File: config.mk
export PLATFORM = sky130hd
export DESIGN_NAME = ir_nec_encoder
export DESIGN_NICKNAME = d
export VERILOG_FILES = /design/src/rtl/ir_nec_pkg.sv /design/src/rtl/ir_carrier_gen.sv /design/src/rtl/ir_nec_encoder.sv
export SDC_FILE = /design/constraint.sdc
export NUM_CORES = 1
export LEC_CHECK = 0
export CORE_ASPECT_RATIO = 0.75
export CORE_MARGIN = 3
export CORE_UTILIZATION = 40
export CTS_CLUSTER_DIAMETER = 80
export DETAILED_ROUTE_END_ITERATION = 10
export HOLD_SLACK_MARGIN = 0.08
export PLACE_DENSITY = 0.64
export SLEW_MARGIN = 20
export SYNTH_ARGS = -nofsm -noshare
export SYNTH_HDL_FRONTEND = slang
export SYNTH_HIERARCHICAL = 1
export SYNTH_SLANG_ARGS = --single-unit
File: constraint.sdc
create_clock -name clk -period 5 [get_ports clk]
set_input_delay 1 -clock clk [delete_from_list [all_inputs] [get_ports clk]]
set_output_delay 1 -clock clk [all_outputs]
set_load 0.05 [all_outputs]
File: src/rtl/ir_nec_pkg.sv
// Shared NEC infrared timing constants and types, common to the encoder and
// receiver so both ends of the link agree on every phase length.
package ir_nec_pkg;

  // Default timings in 25 MHz system clock cycles.
  localparam int NEC_T_UNIT       = 14063;    // 562.5 us
  localparam int NEC_LEADER_MARK  = 225000;   // 9 ms
  localparam int NEC_LEADER_SPACE = 112500;   // 4.5 ms
  localparam int NEC_REPEAT_SPACE = 56250;    // 2.25 ms
  localparam int NEC_ONE_SPACE    = 42188;    // 1.6875 ms
  localparam int NEC_ZERO_SPACE   = 14063;    // 562.5 us
  localparam int NEC_GAP          = 1000000;  // 40 ms
  localparam int NEC_CARRIER_DIV  = 658;      // ~38 kHz
  localparam int NEC_CARRIER_HIGH = 329;
  localparam int NEC_CNT_W        = 21;

  // The phase counter must reach the longest phase, which is the larger of
  // the leader mark and the gap.
  function automatic int cnt_w_for(input int leader_mark, input int gap);
    return $clog2(((leader_mark > gap) ? leader_mark : gap) + 1);
  endfunction

  typedef enum logic [2:0] {
    ST_IDLE       = 3'd0,
    ST_LEAD_MARK  = 3'd1,
    ST_LEAD_SPACE = 3'd2,
    ST_REP_SPACE  = 3'd3,
    ST_BIT_MARK   = 3'd4,
    ST_BIT_SPACE  = 3'd5,
    ST_STOP_MARK  = 3'd6,
    ST_GAP        = 3'd7
  } nec_state_e;

  typedef enum logic {
    FRAME_FULL   = 1'b0,
    FRAME_REPEAT = 1'b1
  } frame_type_e;

endpackage

File: src/rtl/ir_carrier_gen.sv
// 38 kHz carrier for the IR LED; restarts on every mark so each burst opens
// with a full high phase, and stays low outside marks.
module ir_carrier_gen
  import ir_nec_pkg::*;
#(
  parameter int CARRIER_DIV  = NEC_CARRIER_DIV,
  parameter int CARRIER_HIGH = NEC_CARRIER_HIGH
) (
  input  logic clk,
  input  logic rst,
  input  logic enable,
  input  logic mark,
  output logic ir_led
);

  localparam int DIV_W = (CARRIER_DIV > 2) ? $clog2(CARRIER_DIV) : 1;

  logic [DIV_W-1:0] carrier_cnt;

  // NOTE: sequential state uses non-blocking assignments so every register
  // samples pre-edge values regardless of statement order.
  always_ff @(posedge clk) begin
    if (rst) begin
      carrier_cnt <= '0;
    end else if (enable) begin
      if (!mark || carrier_cnt == DIV_W'(CARRIER_DIV - 1)) begin
        carrier_cnt <= '0;
      end else begin
        carrier_cnt <= carrier_cnt + 1'b1;
      end
    end
  end

  // Counter sits at zero during spaces, so the first mark cycle is high.
  assign ir_led = mark && (int'(carrier_cnt) < CARRIER_HIGH);

endmodule

File: src/rtl/ir_nec_encoder.sv
// NEC infrared transmitter: serialises a 32-bit command (LSB first) or a
// repeat code into a pulse-distance frame, baseband and 38 kHz modulated.
module ir_nec_encoder
  import ir_nec_pkg::*;
#(
  parameter int T_UNIT       = NEC_T_UNIT,
  parameter int LEADER_MARK  = NEC_LEADER_MARK,
  parameter int LEADER_SPACE = NEC_LEADER_SPACE,
  parameter int REPEAT_SPACE = NEC_REPEAT_SPACE,
  parameter int ONE_SPACE    = NEC_ONE_SPACE,
  parameter int ZERO_SPACE   = NEC_ZERO_SPACE,
  parameter int GAP          = NEC_GAP,
  parameter int CARRIER_DIV  = NEC_CARRIER_DIV,
  parameter int CARRIER_HIGH = NEC_CARRIER_HIGH,
  parameter int CNT_W        = NEC_CNT_W
) (
  input  logic        clk,
  input  logic        rst,
  input  logic        enable,
  input  logic        start,
  input  logic        repeat_req,
  input  logic [31:0] command,
  output logic        busy,
  output logic        done,
  output logic        ir_out,
  output logic        ir_led,
  output logic [3:0]  test
);

  nec_state_e       state, state_next;
  frame_type_e      frame_type;
  logic [CNT_W-1:0] phase_cnt;
  logic [CNT_W-1:0] phase_len;
  logic             phase_last;
  logic [31:0]      shift_reg;
  logic [4:0]       bit_idx;
  logic             mark;

  // Length of the current phase; a bit space depends on the bit being sent.
  always_comb begin
    phase_len = CNT_W'(1);
    case (state)
      ST_LEAD_MARK:  phase_len = CNT_W'(LEADER_MARK);
      ST_LEAD_SPACE: phase_len = CNT_W'(LEADER_SPACE);
      ST_REP_SPACE:  phase_len = CNT_W'(REPEAT_SPACE);
      ST_BIT_MARK:   phase_len = CNT_W'(T_UNIT);
      ST_BIT_SPACE:  phase_len = shift_reg[0] ? CNT_W'(ONE_SPACE) : CNT_W'(ZERO_SPACE);
      ST_STOP_MARK:  phase_len = CNT_W'(T_UNIT);
      ST_GAP:        phase_len = CNT_W'(GAP);
      default:       phase_len = CNT_W'(1);
    endcase
  end

  assign phase_last = (phase_cnt == phase_len - 1'b1);

  // NOTE: state_next gets its default before the case, so no path through
  // the block leaves it unassigned and no latch is inferred.
  always_comb begin
    state_next = state;
    case (state)
      ST_IDLE:       if (start || repeat_req) state_next = ST_LEAD_MARK;
      ST_LEAD_MARK:  if (phase_last)
                       state_next = (frame_type == FRAME_FULL) ? ST_LEAD_SPACE : ST_REP_SPACE;
      ST_LEAD_SPACE: if (phase_last) state_next = ST_BIT_MARK;
      ST_REP_SPACE:  if (phase_last) state_next = ST_STOP_MARK;
      ST_BIT_MARK:   if (phase_last) state_next = ST_BIT_SPACE;
      ST_BIT_SPACE:  if (phase_last)
                       state_next = (bit_idx == 5'd31) ? ST_STOP_MARK : ST_BIT_MARK;
      ST_STOP_MARK:  if (phase_last) state_next = ST_GAP;
      ST_GAP:        if (phase_last) state_next = ST_IDLE;
      default:       state_next = ST_IDLE;
    endcase
  end

  always_ff @(posedge clk) begin
    if (rst) begin
      state      <= ST_IDLE;
      frame_type <= FRAME_FULL;
      phase_cnt  <= '0;
      shift_reg  <= '0;
      bit_idx    <= '0;
      done       <= 1'b0;
    end else if (enable) begin
      state <= state_next;
      done  <= (state == ST_GAP) && phase_last;

      // Every phase exit is a state change, so the counter restarts on entry.
      if (state == ST_IDLE || phase_last) begin
        phase_cnt <= '0;
      end else begin
        phase_cnt <= phase_cnt + 1'b1;
      end

      // Requests are only looked at in IDLE; anything while busy is dropped.
      if (state == ST_IDLE) begin
        if (start) begin
          shift_reg  <= command;
          bit_idx    <= '0;
          frame_type <= FRAME_FULL;
        end else if (repeat_req) begin
          frame_type <= FRAME_REPEAT;
        end
      end

      if (state == ST_BIT_SPACE && phase_last) begin
        shift_reg <= {1'b0, shift_reg[31:1]};
        bit_idx   <= bit_idx + 1'b1;
      end
    end
  end

  assign mark   = (state == ST_LEAD_MARK) || (state == ST_BIT_MARK) || (state == ST_STOP_MARK);
  assign ir_out = !mark;
  assign busy   = (state != ST_IDLE);
  assign test   = {1'b0, state};

  ir_carrier_gen #(
    .CARRIER_DIV  (CARRIER_DIV),
    .CARRIER_HIGH (CARRIER_HIGH)
  ) u_carrier (
    .clk    (clk),
    .rst    (rst),
    .enable (enable),
    .mark   (mark),
    .ir_led (ir_led)
  );

endmodule

# Yosys cells after proc, flatten, opt, wreduce, memory -nomap -nowiden
# Cells that the tools add are included.
# word_totals
reg_bits	73
output_inout_bits	8
# op_classes
n_addsub	4
n_lt_le_gt_ge	1
eq_ne	18
n_mux	23
n_reduce_logical	18
# ops
operator	n
one-hot mux 20 bit (6 select lines)	1
2-to-1 mux 32 bit	3
2-to-1 mux 3 bit	8
one-hot mux 3 bit (8 select lines)	1
adder 21 x 1 -> 21 bit (second input constant)	1
equality test 21 bit	1
2-to-1 mux 21 bit	1
subtractor 21 x 1 -> 21 bit (second input constant)	1
2-to-1 mux 16 bit	1
inequality test 2 bit (second input constant)	8
2-to-1 mux 5 bit	3
equality test 3 bit (second input constant)	4
adder 10 x 1 -> 10 bit (second input constant)	1
equality test 10 bit (second input constant)	1
< comparator 10 x 9 -> 1 bit (second input constant)	1
2-to-1 mux 10 bit	1
AND reduction 9 bit	1
equality test 3 x 2 -> 1 bit (second input constant)	2
AND reduction 3 bit	2
nonzero test 2 bit	3
adder 5 x 1 -> 5 bit (second input constant)	1
equality test 5 bit (second input constant)	1
logical OR 1 bit	5
equality test 3 x 1 -> 1 bit (second input constant)	1
other kinds (7)	11

# Depth between registers and ports, before layout
# Gate-level depths: netlist of run 1.
# logic_depth
depth_word	8
mapped_depth	19
depth_no_buf	12

# Hierarchy
# The synthesis of run 1 kept the hierarchy.
# modules_own_cells
mod	instances	cells_each	area_per_inst_um2	seq_area_each_um2
ir_nec_encoder	1	436	3752.3	1261.2
ir_carrier_gen	1	58	530.5	200.2

# Least setup slack after synthesis of run 1
# No wires, ideal clock.
# synth_timing
path_kind	flip-flop to flip-flop
start	reg state[0]
end	reg shift_reg[0]
setup_time_ns	0.126
arrival_time_ns	4.447
slack_ns	0.427
path_stages_with_launch	19
n_path_buf	7
period_less_slack_ns	4.573
path_cell_list	dfxtp_1 buf_2 buf_2 buf_2 clkbuf_1 o21ai_0 a22oi_1 ha_1 buf_4 nor2b_1 nor2_1 mux2_2 or4_1 or4_1 buf_6 nor3_4 buf_8 mux2i_1 a21oi_2
# synth_between
elab_chain_cells	8
elab_cells_between_ends	17
cone_classes	add/sub (1); eq/ne (8); mux (2); reduce/logical (6)
# synth_lines
item	line_no	source
start, declared	ir_nec_encoder.sv:30	nec_state_e state, state_next;
start signal, assigned	ir_nec_encoder.sv:84	state <= state_next;
equality test 3 bit	ir_nec_encoder.sv:42	case (state)
OR reduction 2 bit (no source line)	-	
one-hot mux 20 bit (6 select lines)	ir_nec_encoder.sv:42	
subtractor 21 x 1 -> 21 bit	ir_nec_encoder.sv:54	assign phase_last = (phase_cnt == phase_len - 1'b1);
equality test 21 bit	ir_nec_encoder.sv:54	
logical AND 1 bit	ir_nec_encoder.sv:105	if (state == ST_BIT_SPACE && phase_last) begin
nonzero test 2 bit (no source line)	-	
AND reduction 3 bit (no source line)	-	
end signal, assigned	ir_nec_encoder.sv:97	shift_reg <= command;
end signal, assigned	ir_nec_encoder.sv:106	shift_reg <= {1'b0, shift_reg[31:1]};
end, declared	ir_nec_encoder.sv:35	logic [31:0] shift_reg;
# Several ways; a longest one is shown, not always the timed one.
# A chain may end at the register's enable or synchronous reset.

# Worst setup path in the final report of run 1
# layout_timing
start	reg state[1]
end	reg bit_idx[3]
# layout_between
elab_chain_cells	8
elab_cells_between_ends	17
cone_classes	add/sub (1); eq/ne (8); mux (2); reduce/logical (6)
# layout_lines
item	line_no	source
equality test 3 bit	ir_nec_encoder.sv:42	
OR reduction 2 bit (no source line)	-	
one-hot mux 20 bit (6 select lines)	ir_nec_encoder.sv:42	
subtractor 21 x 1 -> 21 bit	ir_nec_encoder.sv:54	
equality test 21 bit	ir_nec_encoder.sv:54	
logical AND 1 bit	ir_nec_encoder.sv:105	
nonzero test 2 bit (no source line)	-	
AND reduction 3 bit (no source line)	-	
end signal, assigned	ir_nec_encoder.sv:107	bit_idx <= bit_idx + 1'b1;
end, declared	ir_nec_encoder.sv:36	logic [4:0] bit_idx;
# Several ways; a longest one is shown, not always the timed one.

==> results of run 1 <==
-- through the flow --
step	instances	worst slack [ps]
after floorplan	494	427
after global placement	639	883
after detailed placement	639	747
after CTS	655	731
after global routing	655	437
final	655	711
-- critical path, stage by stage (launching register included) --
cell	delay, ps
sky130_fd_sc_hd__dfxtp_1	430
sky130_fd_sc_hd__or3b_1	440
sky130_fd_sc_hd__o21ai_0	120
sky130_fd_sc_hd__inv_1	80
sky130_fd_sc_hd__ha_1	320
sky130_fd_sc_hd__nor2b_1	190
sky130_fd_sc_hd__nor2_1	130
sky130_fd_sc_hd__mux2_2	340
sky130_fd_sc_hd__or4_1	390
sky130_fd_sc_hd__or4_1	670
sky130_fd_sc_hd__nor4_4	310
sky130_fd_sc_hd__buf_4	410
sky130_fd_sc_hd__o2111ai_1	170
sky130_fd_sc_hd__mux2i_1	150
-- worst max-delay path by stage --
| stage | from | to | cells after the start |
|---|---|---|---|
| final | state[1] | bit_idx[3] | 13 |
| after global routing | state[1] | bit_idx[3] | 13 |
| after CTS | state[1] | bit_idx[3] | 13 |
| after detailed placement | state[1] | bit_idx[3] | 13 |
| after global placement | state[1] | bit_idx[3] | 13 |
| after floorplan | state[0] | shift_reg[0] | 18 |
-- kinds of logic after synthesis --
kind of cell             Yosys count  synth area share
AND/OR/NAND/NOR                  153             0.187
other                              1          0.000876
multiplexers                      36            0.0844
adder cells (fa/ha/maj)            7            0.0204
flip-flops                        73             0.341
AO/OA/AOI/OAI                    132             0.225
buffers and inverters             60            0.0754
XOR/XNOR                          32            0.0654
-- synthesized netlist by cell type, types with 4 or more instances --
master	count
sky130_fd_sc_hd__dfxtp_1	73
sky130_fd_sc_hd__nor2_1	44
sky130_fd_sc_hd__mux2i_1	35
sky130_fd_sc_hd__o31ai_1	34
sky130_fd_sc_hd__nand2_1	31
sky130_fd_sc_hd__a21oi_2	30
sky130_fd_sc_hd__a21oi_1	19
sky130_fd_sc_hd__xor2_1	18
sky130_fd_sc_hd__clkbuf_1	16
sky130_fd_sc_hd__inv_1	16
sky130_fd_sc_hd__xnor2_1	14
sky130_fd_sc_hd__and3_1	12
sky130_fd_sc_hd__nand3_1	12
sky130_fd_sc_hd__buf_2	11
sky130_fd_sc_hd__o21ai_0	11
sky130_fd_sc_hd__nand2b_1	8
sky130_fd_sc_hd__nand4_1	8
sky130_fd_sc_hd__ha_1	7
sky130_fd_sc_hd__nor2b_1	7
sky130_fd_sc_hd__buf_4	5
sky130_fd_sc_hd__a21o_1	4
sky130_fd_sc_hd__a31oi_1	4
sky130_fd_sc_hd__buf_6	4
sky130_fd_sc_hd__nor3_1	4
sky130_fd_sc_hd__nor3b_1	4
sky130_fd_sc_hd__nor4_1	4
-- layer usage --
| layer | vias to the layer above | track usage | part of all wire | routed length, µm |
|---|---|---|---|---|
| li1 | 1801 | - | - | - |
| met1 | 1717 | 0.259 | 0.51 | 5350 |
| met2 | 88 | 0.263 | 0.43 | 4480 |
| met3 | 17 | 0.0370 | 0.043 | 447 |
| met4 | 0 | 0.0722 | 0.016 | 163 |
| met5 | - | 0 | 0 | 0 |
-- where the power goes --
| part | leakage, nW | total [mW] | internal, mW | switching [mW] |
|---|---|---|---|---|
| clock | 0.147 | 0.646 | 0.401 | 0.245 |
| sequential | 0.594 | 0.625 | 0.605 | 0.0192 |
| combinational | 1.08 | 0.218 | 0.0929 | 0.125 |
| total | 1.82 | 1.49 | 1.10 | 0.389 |
-- layout make-up --
type                    instances  area share
clock buffers                  12      0.0493
clock inverters                 4      0.0105
inverters                      18      0.0135
multi-input cells             361       0.500
flip-flops and latches         73       0.292
well taps                     136      0.0340
repair buffers                 51       0.101
==> flow_results.org, run 1 <==
** Worst hold path
- Source of the worst hold timing path :: done
- Worst hold stages :: 2
- The path with the worst hold slack has its endpoint at done.
- The min-delay analysis places its worst path in the category reg -> reg.

** Setup path
- Startpoint Class :: flop
- Type of the worst setup path :: reg -> reg
- The worst register-to-register path ends at bit_idx[3].
- Data required time of the worst path :: 5220 ps
- The worst register-to-register path begins at state[1].
- Endpoint kind of the worst setup timing path :: flop
- Data arrival time of the worst path :: 4510 ps
- Max FO, Critical Path :: 37
- Path depth of the worst reg2reg path :: 13
- Across all register-to-register paths, the minimum setup slack is 710 ps.

** Timing
- The count of pins over their slew limit came to 0.
- Final count of negative-setup-slack endpoints :: 0
- Skew final :: 5.60 ps
- The routed design could run at a clock period as short as 4290 ps.
- Setup repair after global routing left no endpoint under its margin.
- After routing, the total negative slack on setup checks comes to 0 ps.
- Smallest hold slack :: 473 ps
- The total count of hold-check failures in the final report was 0.
- For the pin with the worst max-slew slack, the measured transition is 1060 ps.
- Dividing the final minimum period by the clock period gives 0.858.
- Headroom to the max-slew limit came out at 0.281.
- Maximum operating frequency :: 233 MHz

** Placed design
- After detailed placement, the total cell area comes to 0.00470 mm².
- Routability-driven placement finished with a final weighted congestion of 0.940.
- During placement, the flow inserted port buffers numbering 43.
- Summed over all nets, the half-perimeter wirelength after detailed placement is 7.28 mm.

** Layout
- In the layout the commonest cells are sky130_fd_sc_hd__dfxtp_1 (73), sky130_fd_sc_hd__nor2_1 (44), sky130_fd_sc_hd__clkdlybuf4s50_1 (43), sky130_fd_sc_hd__mux2i_1 (35), sky130_fd_sc_hd__o31ai_1 (34).
- Across the whole layout, storage elements account for 0.00146 mm².
- N_diodes :: 0
- The filler cells instantiated in the layout total 964.
- Share of layout cells above drive strength 1 :: 0.116
- From synthesis to final layout, the design area changed by 16.7%.
- Final Instance Area :: 0.00500 mm²
- Once layout is complete, the utilization of the core stands at 0.482.
- Final-stage net count :: 558
- Number of flip-flops under the largest register name :: 32
- Summing all multi-input logic gate instances after layout gives 0.00250 mm².
- The library cell used most frequently in the layout, excluding fill and tap cells, is sky130_fd_sc_hd__dfxtp_1.

** Global route
- Maximum number of pins on one net before global-route repair :: 38
- Total GRT Usage :: 0.180
- First-pass GRT wire length :: 17.5 mm
- Summed over all layers, the global routing overflow is 0.
- The number of global-route vias before repair came to 3421.
- The number of antenna violations at the first check in global routing is 0.

** Clock tree
- Clock slew seen by the registers of the worst setup and hold paths :: 60 ps
- The clock net in this run drives a total of 73 sinks.
- Clock tree from TritonCTS :: done
- No sink is reached through more buffers than the 2 on the longest clock path.
- Hold Buf Count CTS :: 0
- The H-tree was split into 3 levels.
- Gates resized during post-CTS repair numbered 0.
- Once the clock tree was built, the setup fixing pass inserted 0 buffers.
- In this run, CTS created clock tree buffers numbering 9.
- Clock tree synthesis selected as its root buffer the cell sky130_fd_sc_hd__clkbuf_16.
- Clock latency on the worst-skew pair :: 340 ps

** Synth
- The synthesized design spends more area on one cell type than any other, namely sky130_fd_sc_hd__dfxtp_1.
- Mean Syn Cell Area :: 8.67 µm²
- Synthesis produced a netlist with a net count of 538.
- Number of enable flip-flop cells after synthesis :: 0
- Gate count of the mapped netlist :: 494
- The synthesized netlist occupies a cell area of 0.00428 mm².
- Proportion of synthesized chip area in sequential cells :: 0.341
- Fraction of synthesized cell area taken by the top area cell type :: 0.341
- Yosys attributes the largest share of cell area to sky130_fd_sc_hd__dfxtp_1 (34%), sky130_fd_sc_hd__mux2i_1 (8.2%), sky130_fd_sc_hd__a21oi_2 (6.1%), sky130_fd_sc_hd__o31ai_1 (6.0%), sky130_fd_sc_hd__nor2_1 (3.9%).
- The Yosys step of the flow raised 6 warnings.
- In the synthesized netlist the dominant register cell turns out to be sky130_fd_sc_hd__dfxtp_1.
- The synthesized netlist contains 68 unique library cells.
- Register bit count reported by yosys :: 73
- Fraction of registers with async set/reset :: 0

** Routing
- After detailed routing, the number of remaining DRC violations is 0.
- First-pass iteration count of the detailed router :: 5
- Antenna Nets Post-Route :: 0
- For this block, the initial DRC count from the detailed router was 294.
- Via count :: 3623
- Via/cell ratio :: 5.53
- Total detailed-routing wirelength :: 10.4 mm
- Drt wl/cell :: 15.9 µm

** Die
- Ports :: 45
- The die covers 0.0120 mm².
- Core region area :: 0.0104 mm²
- The floorplan has 32 rows.
- Initial Util :: 0.413
- Measured along the x axis, the die boundary spans 125 µm.
- Die height :: 95.6 µm

** Run status
- Result of the run :: finished clean

** Power
- For this design the ratio of total power to cell area is 298 mW/mm².
- Pleak :: 1.82 nW
- Peak supply drop :: 0.233 mV
- The design draws 1.49 mW.

** Run
- Across the run, the number of max-cap violations was 0.
(Power assumes the default switching activity.)
==> inputs of run 2 (changes only) <==
Settings changed: ABC_CLOCK_PERIOD_IN_PS set to 5000.
==> results of run 2 <==
Same layout as run 1: the final DEF is identical, and so are final timing and power.
==> RTL change 1, RTL diff (flow settings as in run 2) <==
The package constant `NEC_CARRIER_DIV` goes from 658 to 329.
--- a/src/rtl/ir_nec_pkg.sv
+++ b/src/rtl/ir_nec_pkg.sv
@@ -10,7 +10,7 @@
   localparam int NEC_ONE_SPACE    = 42188;    // 1.6875 ms
   localparam int NEC_ZERO_SPACE   = 14063;    // 562.5 us
   localparam int NEC_GAP          = 1000000;  // 40 ms
-  localparam int NEC_CARRIER_DIV  = 658;      // ~38 kHz
+  localparam int NEC_CARRIER_DIV  = 329;      // ~38 kHz
   localparam int NEC_CARRIER_HIGH = 329;
   localparam int NEC_CNT_W        = 21;
 
Check against the original RTL: no difference found for any inputs over 10 cycles, from zero or initial values and one cycle with rst high; that may be too few to reach the edited logic, so the function may still have changed.
==> RTL change 1 against run 2 <==
- area after synthesis fell by 0.79%
- highest routed layer unchanged
- worst setup slack got worse by 0.092 ns
- sequential cell count fell by 1
- synthesized cell count fell by 0.61%
- non-clock buffer count rose by 4
- routed wire length fell by 0.61%
- total power rose by 5.8%
- final area rose by 0.85%
- clock skew rose by 0.0060 ns
- first-iteration DRC count rose by 18%
==> RTL change 1: results (changes against run 2) <==
Placed design
  • GPL Wtd Cong: 0.9559 (was 0.9399)

Power
  • Comb power frac: 13.9% (was 14.6%)
  • P_sw: 0.3958 mW (was 0.3887 mW)

Outcome
  • Status: complete, no violations (unchanged)

GRT
  • Largest net degree at the start of global routing: 44 (was 38)
  • GR Util met2: 26.12% (was 26.29%)
  • First-pass GRT wire length: 17,120 µm (was 17,470 µm)
  • Met3 Usage GRT: 4.199% (was 3.695%)
  • Vias in the first global route: 3,332 (was 3,421)

STA
  • Tcrit/Tclk final: 87.62% (was 85.79%)
  • Worst Skew: 0.01160 ns (was 0.005603 ns)
  • WHS: 0.4796 ns (was 0.4728 ns)
  • Slew margin rel.: 27.71% (was 28.06%)

Synth
  • Post-Synth Adder-Cell Area: 1.767% (was 2.045%)
  • Mux share of post-synthesis cell area: 8.510% (was 8.443%)
  • Syn Nets: 534 (was 538)
  • Synth cell types: 65 (was 68)
  • Post-Syn Area per Cell: 8.654 µm² (was 8.670 µm²)
  • XOR/XNOR share of the synthesized area: 5.565% (was 6.544%)
  • Synth top area cells: dfxtp_1 34%, mux2i_1 8.2%, a21oi_2 7.0% (was dfxtp_1 34%, mux2i_1 8.2%, a21oi_2 6.1%)

Final layout
  • Share of layout cells above drive strength 1: 14.07% (was 11.56%)
  • Clock-cell share: 6.849% (was 5.981%)
  • Non-clock buffers: 55 (was 51)
  • Filler cell count: 940 (was 964)
  • Nets: 557 (was 558)
  • Layout buffering overhead excluding clock cells: 10.82% (was 10.06%)
  • Fraction of area in multi-input gates: 49.13% (was 49.97%)
  • Final Non-Filler Cells: 651 (was 655)
  • Fraction of area in registers: 28.59% (was 29.23%)
  • Num sequential: 72 (was 73)
  • Multi-input gates: 358 (was 361)

Worst setup path
  • Worst setup startpoint: state[2] (was state[1])
  • Reg2Reg Setup Slack: 0.62 ns (was 0.71 ns)
  • Crit path DAT: 4.59 ns (was 4.51 ns)
  • CP endpoint: shift_reg[1] (was bit_idx[3])

Floorplanning
  • Die Area: 11,910 µm² (was 12,000 µm²)

Drt
  • Met2 wire length: 4306 µm (was 4476 µm)
  • Wire length on met3: 576 µm (was 447 µm)
  • DRT Pass-1 Iters: 6 (was 5)
  • WL/cell: 15.93 µm (about the same)
[RTL change 1: cell types whose count changed after synthesis, sizes merged, moves of 2 or more]
cell    before  now
nor2        44   39
o21ai       14   19
a21oi       49   53
or3          3    7
xor2        18   14
a21o         4    2
and3        13   11
nand2b       8    6
[RTL change 1: worst max-delay path, cell delays in order, from the launching register on]
cell and delay, ns:
dfxtp_1 0.50, or3b_1 0.39, o21ai_0 0.12, inv_1 0.08
ha_1 0.31, nor2b_1 0.19, nor2_1 0.11, mux2_2 0.33
or4_1 0.38, or4_1 0.67, nor3_4 0.59, buf_4 0.25
mux2i_1 0.25, a21oi_2 0.08
[RTL change 1: worst min-delay path by stage]
stage               start         end  cells after the start
6_report             done        done                      2
5_1_grt              done        done                      2
4_1_cts              done        done                      2
3_5_place_dp         done        done                      2
3_3_place_gp         done        done                      2
2_1_floorplan  bit_idx[3]  bit_idx[3]                      2
==> RTL change 2, RTL diff (flow settings as in run 2) <==
Without the edit above. Register the input `command` before use. The logic sees it one clock later. The other inputs are not delayed to match.
--- a/src/rtl/ir_nec_encoder.sv
+++ b/src/rtl/ir_nec_encoder.sv
@@ -26,6 +26,12 @@
   output logic        ir_led,
   output logic [3:0]  test
 );
+
+  logic [31:0] command_q;
+
+  always_ff @(posedge clk) begin
+    command_q <= command;
+  end
 
   nec_state_e       state, state_next;
   frame_type_e      frame_type;
@@ -94,7 +100,7 @@
       // Requests are only looked at in IDLE; anything while busy is dropped.
       if (state == ST_IDLE) begin
         if (start) begin
-          shift_reg  <= command;
+          shift_reg  <= command_q;
           bit_idx    <= '0;
           frame_type <= FRAME_FULL;
         end else if (repeat_req) begin
Check against the original RTL: no difference found for any inputs over 10 cycles, from zero or initial values and one cycle with rst high; that may be too few to reach the edited logic, so the function may still have changed.
==> RTL change 2 against run 2 <==
- sequential cell count is 32 higher
- count of clock-buffer cells in the layout is 1 lower
- highest routed layer unchanged
- non-clock buffer count is 3 higher
- clock power is 3.1% higher
- critical path type unchanged
- sequential share of layout area is 6.3 points higher
- hold slack worse by 0.019 ns
- routed wire length is 16% higher
- total power is 21% higher
- area after synthesis is 22% higher
- via count is 15% higher
- final area is 18% higher
- worst setup slack worse by 0.099 ns
- largest power group is now registers
==> RTL change 2: results (changes against run 2) <==
Outcome
  • Status: complete, no violations (unchanged)

Placed design
  • Cells after DPL: 732 (was 639)
  • Pre-CTS setup slack: 0.7510 ns (was 0.7470 ns)
  • DP HPWL: 8398 µm (was 7275 µm)
  • GPL Wtd Cong: 0.9234 (was 0.9399)
  • Dpl cell area: 5637 µm² (was 4701 µm²)

Drt
  • WL/cell: 16.12 µm (was 15.93 µm)
  • Initial DRC Count: 374 (was 294)
  • DR vias/cell: 5.551 (was 5.531)
  • Wire length on met3: 715 µm (was 447 µm)
  • Total vias in the final route: 4,152 (was 3,623)
  • Met2 wire length: 5175 µm (was 4476 µm)
  • DRT met1 WL: 6040 µm (was 5345 µm)

Synth
  • Post-Syn Area per Cell: 9.254 µm² (was 8.670 µm²)
  • Leading cell types by count after synthesis: 105 x dfxtp_1, 49 x nor2_1, 34 x o31ai_1, 33 x mux2i_1, 27 x nand2_1 (was 73 x dfxtp_1, 44 x nor2_1, 35 x mux2i_1, 34 x o31ai_1, 31 x nand2_1)
  • Sequential share of the synthesized area: 40.20% (was 34.12%)
  • Synth cell types: 75 (was 68)

Worst setup path
  • Worst-path fanout max: 21 (was 37)
  • Slowest stage cell, crit path: dfxtp_1 (was or4_1)
  • Reg2reg path depth: 12 (was 13)
  • Reg2Reg Setup Slack: 0.61 ns (was 0.71 ns)
  • Worst setup startpoint: state[2] (was state[1])
  • Crit path DAT: 4.60 ns (was 4.51 ns)
  • CP endpoint: shift_reg[9] (was bit_idx[3])

GRT
  • Met3 Usage GRT: 4.254% (was 3.695%)
  • GR Util met2: 24.41% (was 26.29%)
  • Vias in the first global route: 3,858 (was 3,421)
  • First-pass GRT wire length: 19,860 µm (was 17,470 µm)

Final layout
  • Nets: 621 (was 558)
  • Share of layout cells above drive strength 1: 9.966% (was 11.56%)

Power
  • Worst VDD drop: 0.1780 mV (was 0.2328 mV)
  • Leakage Power: 2.127 nW (was 1.818 nW)

STA
  • Worst Skew: 0.008100 ns (was 0.005603 ns)
  • Clock period minus worst slack: 4.388 ns (was 4.289 ns)
  • Worst-Margin Slew: 0.7339 ns (was 1.062 ns)

Hold path
  • Hold Path End: shift_reg[31] (was done)

Clocking
  • Resize count post-CTS: 0 (unchanged)
-- RTL change 2: cells by family (layout without fill, tap and decap cells) --
group                    count (synthesis)  count (layout)  share of synthesized area [%]
other                                    1               1                        0.07172
flip-flops                             105             105                          40.20
AO/OA/AOI/OAI                          137             137                          20.08
XOR/XNOR                                33              33                          5.528
multiplexers                            34              34                          6.533
adder cells (fa/ha/maj)                  7               7                          1.675
buffers and inverters                   69              86                          7.633
AND/OR/NAND/NOR                        179             179                          18.28
-- RTL change 2: where the power goes --
group,internal (mW),total [mW],leakage (nW),switching (mW)
clock,0.347,0.666,0.133,0.320
combinational,0.0998,0.234,1.13,0.135
sequential,0.872,0.894,0.864,0.0212
-- RTL change 2: layout make-up --
type | count | area, µm²
fillers | 1182 | 6610
multi-input cells | 391 | 2741
flip-flops and latches | 105 | 2102
repair buffers | 54 | 525.5
clock buffers | 11 | 232.7
well taps | 166 | 207.7
inverters | 16 | 60.06
clock inverters | 5 | 45.04
